[src/rtl/core_bus_arbiter.sv]
// Round-robin 2:1 arbiter merging the core's fetch (host 0) and LSU (host 1) req/gnt/rvalid ports
// onto a single downstream port, routing in-order responses back through a small ID FIFO.
module core_bus_arbiter #(
  parameter int unsigned MAX_OUTST = 2,
  parameter int unsigned AW        = 32,
  parameter int unsigned DW        = 32
) (
  input  logic            clock,
  input  logic            rst_ni,
  input  logic            h0_req_i,
  output logic            h0_gnt_o,
  input  logic [AW-1:0]   h0_addr_i,
  input  logic            h0_we_i,
  input  logic [DW/8-1:0] h0_be_i,
  input  logic [DW-1:0]   h0_wdata_i,
  output logic            h0_rvalid_o,
  output logic [DW-1:0]   h0_rdata_o,
  output logic            h0_err_o,
  input  logic            h1_req_i,
  output logic            h1_gnt_o,
  input  logic [AW-1:0]   h1_addr_i,
  input  logic            h1_we_i,
  input  logic [DW/8-1:0] h1_be_i,
  input  logic [DW-1:0]   h1_wdata_i,
  output logic            h1_rvalid_o,
  output logic [DW-1:0]   h1_rdata_o,
  output logic            h1_err_o,
  output logic            dev_req_o,
  input  logic            dev_gnt_i,
  output logic [AW-1:0]   dev_addr_o,
  output logic            dev_we_o,
  output logic [DW/8-1:0] dev_be_o,
  output logic [DW-1:0]   dev_wdata_o,
  input  logic            dev_rvalid_i,
  input  logic [DW-1:0]   dev_rdata_i,
  input  logic            dev_err_i,
  output logic            unexp_rsp_o
);

  localparam int unsigned PW = (MAX_OUTST > 1) ? $clog2(MAX_OUTST) : 1;
  localparam int unsigned CW = $clog2(MAX_OUTST + 1);

  logic                 lock_q, lock_d;
  logic                 owner_q, owner_d;
  logic                 rr_q, rr_d;
  logic [CW-1:0]        cnt_q, cnt_d;
  logic [PW-1:0]        wptr_q, wptr_d;
  logic [PW-1:0]        rptr_q, rptr_d;
  logic                 unexp_q, unexp_d;
  logic [MAX_OUTST-1:0] id_mem_q;

  logic winner, win_req, full, cnt_nz, accept, pop, head;

  assign full   = (cnt_q == CW'(MAX_OUTST));
  assign cnt_nz = (cnt_q != '0);

  // A locked owner keeps the port until granted; otherwise a tie goes to rr_q.
  always_comb begin
    winner = 1'b0;
    if (lock_q)                     winner = owner_q;
    else if (h0_req_i && h1_req_i)  winner = rr_q;
    else if (h1_req_i)              winner = 1'b1;
  end

  assign win_req     = winner ? h1_req_i   : h0_req_i;
  assign dev_req_o   = win_req & ~full;
  assign dev_addr_o  = winner ? h1_addr_i  : h0_addr_i;
  assign dev_we_o    = winner ? h1_we_i    : h0_we_i;
  assign dev_be_o    = winner ? h1_be_i    : h0_be_i;
  assign dev_wdata_o = winner ? h1_wdata_i : h0_wdata_i;

  assign accept   = dev_req_o & dev_gnt_i;
  assign h0_gnt_o = accept & ~winner;
  assign h1_gnt_o = accept &  winner;

  assign pop         = dev_rvalid_i & cnt_nz;
  assign head        = id_mem_q[rptr_q];
  assign h0_rvalid_o = pop & ~head;
  assign h1_rvalid_o = pop &  head;
  assign h0_rdata_o  = dev_rdata_i;
  assign h1_rdata_o  = dev_rdata_i;
  assign h0_err_o    = dev_err_i;
  assign h1_err_o    = dev_err_i;
  assign unexp_rsp_o = unexp_q;

  always_comb begin
    lock_d  = lock_q;
    owner_d = owner_q;
    rr_d    = rr_q;
    wptr_d  = wptr_q;
    rptr_d  = rptr_q;
    cnt_d   = cnt_q;
    unexp_d = unexp_q;
    if (accept) begin
      lock_d = 1'b0;
      rr_d   = ~winner;
      wptr_d = wptr_q + 1'b1;
    end else if (dev_req_o) begin
      lock_d  = 1'b1;
      owner_d = winner;
    end
    if (pop) rptr_d = rptr_q + 1'b1;
    if (accept && !pop)      cnt_d = cnt_q + 1'b1;
    else if (!accept && pop) cnt_d = cnt_q - 1'b1;
    if (dev_rvalid_i && !cnt_nz) unexp_d = 1'b1;
  end

  always_ff @(posedge clock or negedge rst_ni) begin
    if (!rst_ni) begin
      lock_q  <= 1'b0;
      owner_q <= 1'b0;
      rr_q    <= 1'b1;
      cnt_q   <= '0;
      wptr_q  <= '0;
      rptr_q  <= '0;
      unexp_q <= 1'b0;
    end else begin
      lock_q  <= lock_d;
      owner_q <= owner_d;
      rr_q    <= rr_d;
      cnt_q   <= cnt_d;
      wptr_q  <= wptr_d;
      rptr_q  <= rptr_d;
      unexp_q <= unexp_d;
    end
  end

  // Entries are only read while cnt_q is non-zero, so their contents need no reset.
  always_ff @(posedge clock) begin
    if (accept) id_mem_q[wptr_q] <= winner;
  end

endmodule

[config.mk]
export PLATFORM = sky130hd
export DESIGN_NAME = core_bus_arbiter
export DESIGN_NICKNAME = d
export VERILOG_FILES = /design/src/rtl/core_bus_arbiter.sv
export SDC_FILE = /design/constraint.sdc
export NUM_CORES = 1
export LEC_CHECK = 0
export CAP_MARGIN = 20
export CORE_AREA = 2 2 123 125
export DETAILED_ROUTE_END_ITERATION = 12
export DIE_AREA = 0 0 125 127
export SYNTH_ARGS = -nofsm -noshare
export SYNTH_HDL_FRONTEND = slang
export SYNTH_SLANG_ARGS = --single-unit
export TNS_END_PERCENT = 30
[constraint.sdc]
create_clock -name clock -period 2.3 [get_ports clock]
set_input_delay 0.46 -clock clock [delete_from_list [all_inputs] [get_ports clock]]
set_output_delay 0.46 -clock clock [all_outputs]
set_load 0.01 [all_outputs]
==> results by group <==
Run status
  • Run status: finished, violations left
  • Violated checks: setup timing

Critical path
  • CP Data Arrival Time: 2.01 ns
  • Setup CP Type: register to output pin
  • Top cell family by delay on the critical path: buffers and inverters
  • Slowest cell on the critical path: dfstp_2
  • Crit path launch type: register
  • Data required, critical path: 1.84 ns
  • Most used cell, CP: buf_6
  • Worst-path fanout max: 8
  • Crit. End Element: output pin
  • Buffers and inverters on the worst path: 4
  • Critical-path cell list: and2b_1 > o21ai_4 > buf_6 > buf_16 > buf_8 > mux2_4 > buf_6
  • Largest stage delay on the critical path: 0.54 ns

Yosys
  • Most common flop cell mapped by yosys: dfrtp_1
  • Top cells by area, synth: mux2_4 38%, buf_4 23%, dfrtp_1 8.1%
  • Synth area leader: mux2_4
  • Synthesized Nets: 371
  • Synth cell types: 34
  • Avg Cell Area, Syn: 11.1 um^2
  • Async set or reset register ratio after synthesis: 80.0%
  • Synth top area share: 38.4%
  • Most frequent cell after synthesis: buf_4
  • #FFs+latches synth: 10
  • Post-synth EDFFs: 2
  • Synthesized instance count: 193
  • Mapped cell area: 0.00215 mm^2
  • Seq/Total Area, Yosys: 12.2%
  • Commonest cells post-synth: 66 x buf_4, 55 x mux2_4, 15 x mux2_2
  • Yosys Warn Count: 0

Timing
  • Setup Skew: 0.00105 ns
  • # setup viols final: 69
  • Fin crit period: 2.47 ns
  • Fin crit share: 107%
  • Final worst slack: -0.171 ns
  • Max Slew Vio Count: 0
  • Worst slew pin tran: 0.405 ns
  • RSZ-0062 raised after global routing: true
  • WHS: 0.459 ns
  • Worst slew margin: 72.9%
  • Fmax: 405 MHz
  • Endpoints failing hold: 0

Clock network
  • CTS Buffer Depth: 2
  • TritonCTS clock tree: built
  • Post-cts hold buffer count: 0
  • Clock Pin Slew Worst Setup and Hold Paths: 0.04 ns
  • Clk sink count: 10
  • H-tree levels: 1
  • Clock root buffer: clkbuf_16
  • CTS Buf Count: 3
  • Worst-Skew Late Latency: 0.24 ns

Floorplan
  • Total die area: 0.0159 mm^2
  • Rows: 44
  • Die Wd: 125 um
  • Num ports: 318
  • Initial Utilization: 14.9%
  • CORE AREA: 0.0144 mm^2
  • Die Y: 127 um

Drt
  • Wire per inst: 16.7 um
  • DRT Pass-1 Iters: 3
  • DRC errors left: 0
  • Post-Route WL: 9.33 mm
  • Detail Route Antenna Nets: 0
  • Via density: 3.81
  • DRT iter0 DRCs: 29
  • Detailed-route via count: 2131

Pwr
  • Power density over the cells: 1140 mW/mm^2
  • Peak VDD IR: 405 uV
  • Pleak: 2.11 nW
  • PnR Total Power: 0.00538 W

Global route
  • First-pass GRT wire length: 13.6 mm
  • Total GRT Usage: 10.9%
  • Largest net degree at the start of global routing: 9
  • Vias in the first global route: 2349
  • Initial antenna violation count: 0
  • Gr ovfl total: 0

Finish
  • Cell Count, Final, Fillers Out: 560
  • Area delta synth->final: 120%
  • # nets final: 555
  • Fin util: 32.8%
  • # diodes: 0
  • Layout cell share with drive strength beyond 1: 48.9%

Placement
  • Setup slack at placement: -0.668 ns
  • DP HPWL: 7.14 mm
  • Final weighted congestion in routability-driven placement: 0.777
  • Dpl cells: 530
  • # port buffers: 218

Flow run
  • Max_cap viols: 0

Min path
  • Hold Crit Class: register to register
[through the flow]
step	cell area [um^2]	setup TNS, ns
after global routing	4730	-12.75
after detailed placement	4040	-43.65
after CTS	4710	-11.59
final	4730	-8.99
after floorplan	2150	0
after global placement	4040	-41.70
[registers in the layout, summed over array words and instances (netlist names)]
name,count
lock_q,1
id_mem_q,2
wptr_q,1
owner_q,1
cnt_q,2
unexp_rsp_o,1
rptr_q,1
rr_q,1
[path summary, 6_finish.rpt]
path	start	end	slack, ns	depth (start not counted)
worst max-delay path	rr_q	dev_wdata_o[15]	-0.17	7
worst min-delay path	unexp_rsp_o	unexp_rsp_o	0.46	1
worst max register to register	lock_q	cnt_q[1]	0.50	8
worst min register to register	unexp_rsp_o	unexp_rsp_o	0.46	1
max in group asynchronous	rst_ni	rr_q	1.46	1
min in group asynchronous	rst_ni	unexp_rsp_o	0.52	1
[layout by cell type, fill, tap and decap left out]
master           Yosys  routed
a21boi_0             2       2
a21o_1               1       1
a21oi_1              1       1
a32o_1               1       1
a41oi_1              1       1
and2_4               0       1
and2b_1              1       1
and3_1               1       1
buf_12               5       4
buf_16               0      10
buf_2                1       1
buf_4               66      10
buf_6                1      78
buf_8                1       3
clkbuf_1             0       1
clkbuf_16            0       3
clkdlybuf4s50_1      0     144
dfrtp_1              7       7
dfstp_2              1       1
dlygate4sd2_1        0       2
dlymetal6s2s_1       0       1
edfxtp_1             2       2
ha_1                 1       1
inv_1                5       5
mux2_2              15       1
mux2_4              55      69
mux2i_1              1       1
nand2_1              1       1
nand2b_1             3       3
nand3b_1             1       1
nand4b_1             1       1
nor2_1               5       5
nor2b_1              2       2
nor3b_1              1       1
o2111ai_2            1       1
o21ai_2              1       1
o21ai_4              0       1
o221ai_1             1       1
xnor2_1              3       3
xor2_1               2       2
[metal layers]
layer | global-route usage, % | part of all wire (%)
met1 | 12.8 | 39
met2 | 18.6 | 48
met3 | 5.57 | 13
met4 | 0.980 | 0.17
met5 | 0 | 0
[report_power, final]
group	internal (W)	switching, W	total, W
logic	0.00310	0.00163	0.00472
clock network	0.000232	0.0000824	0.000315
registers	0.000273	0.0000631	0.000337
[logic make-up (layout without fill, tap and decap cells)]
group / count (synthesis) / in the layout / share of synthesized area [%]
mux: 71 / 71 / 46.7
compound gates: 10 / 10 / 3.90
xor+xnor: 5 / 5 / 2.04
fa+ha+maj: 1 / 1 / 0.582
flops: 10 / 10 / 12.2
simple gates: 17 / 17 / 4.54
buf+inv: 79 / 262 / 30.0
[area by class of cell]
| cell class | instances | area [um^2] |
|---|---|---|
| inverters | 5 | 18.8 |
| repair buffers | 253 | 2830 |
| clock buffers | 4 | 78.8 |
| flip-flops and latches | 10 | 262 |
| well taps | 184 | 230 |
| multi-input cells | 104 | 1310 |
| fillers | 1446 | 9700 |
[what timing repair did]
action,4_1_cts,5_1_grt
cloned,9,0
pin swaps,1,1
resized for setup,396,8
setup buffers,18,2
setup endpoints to repair,74,73
Power figures use the tool's default switching activity.
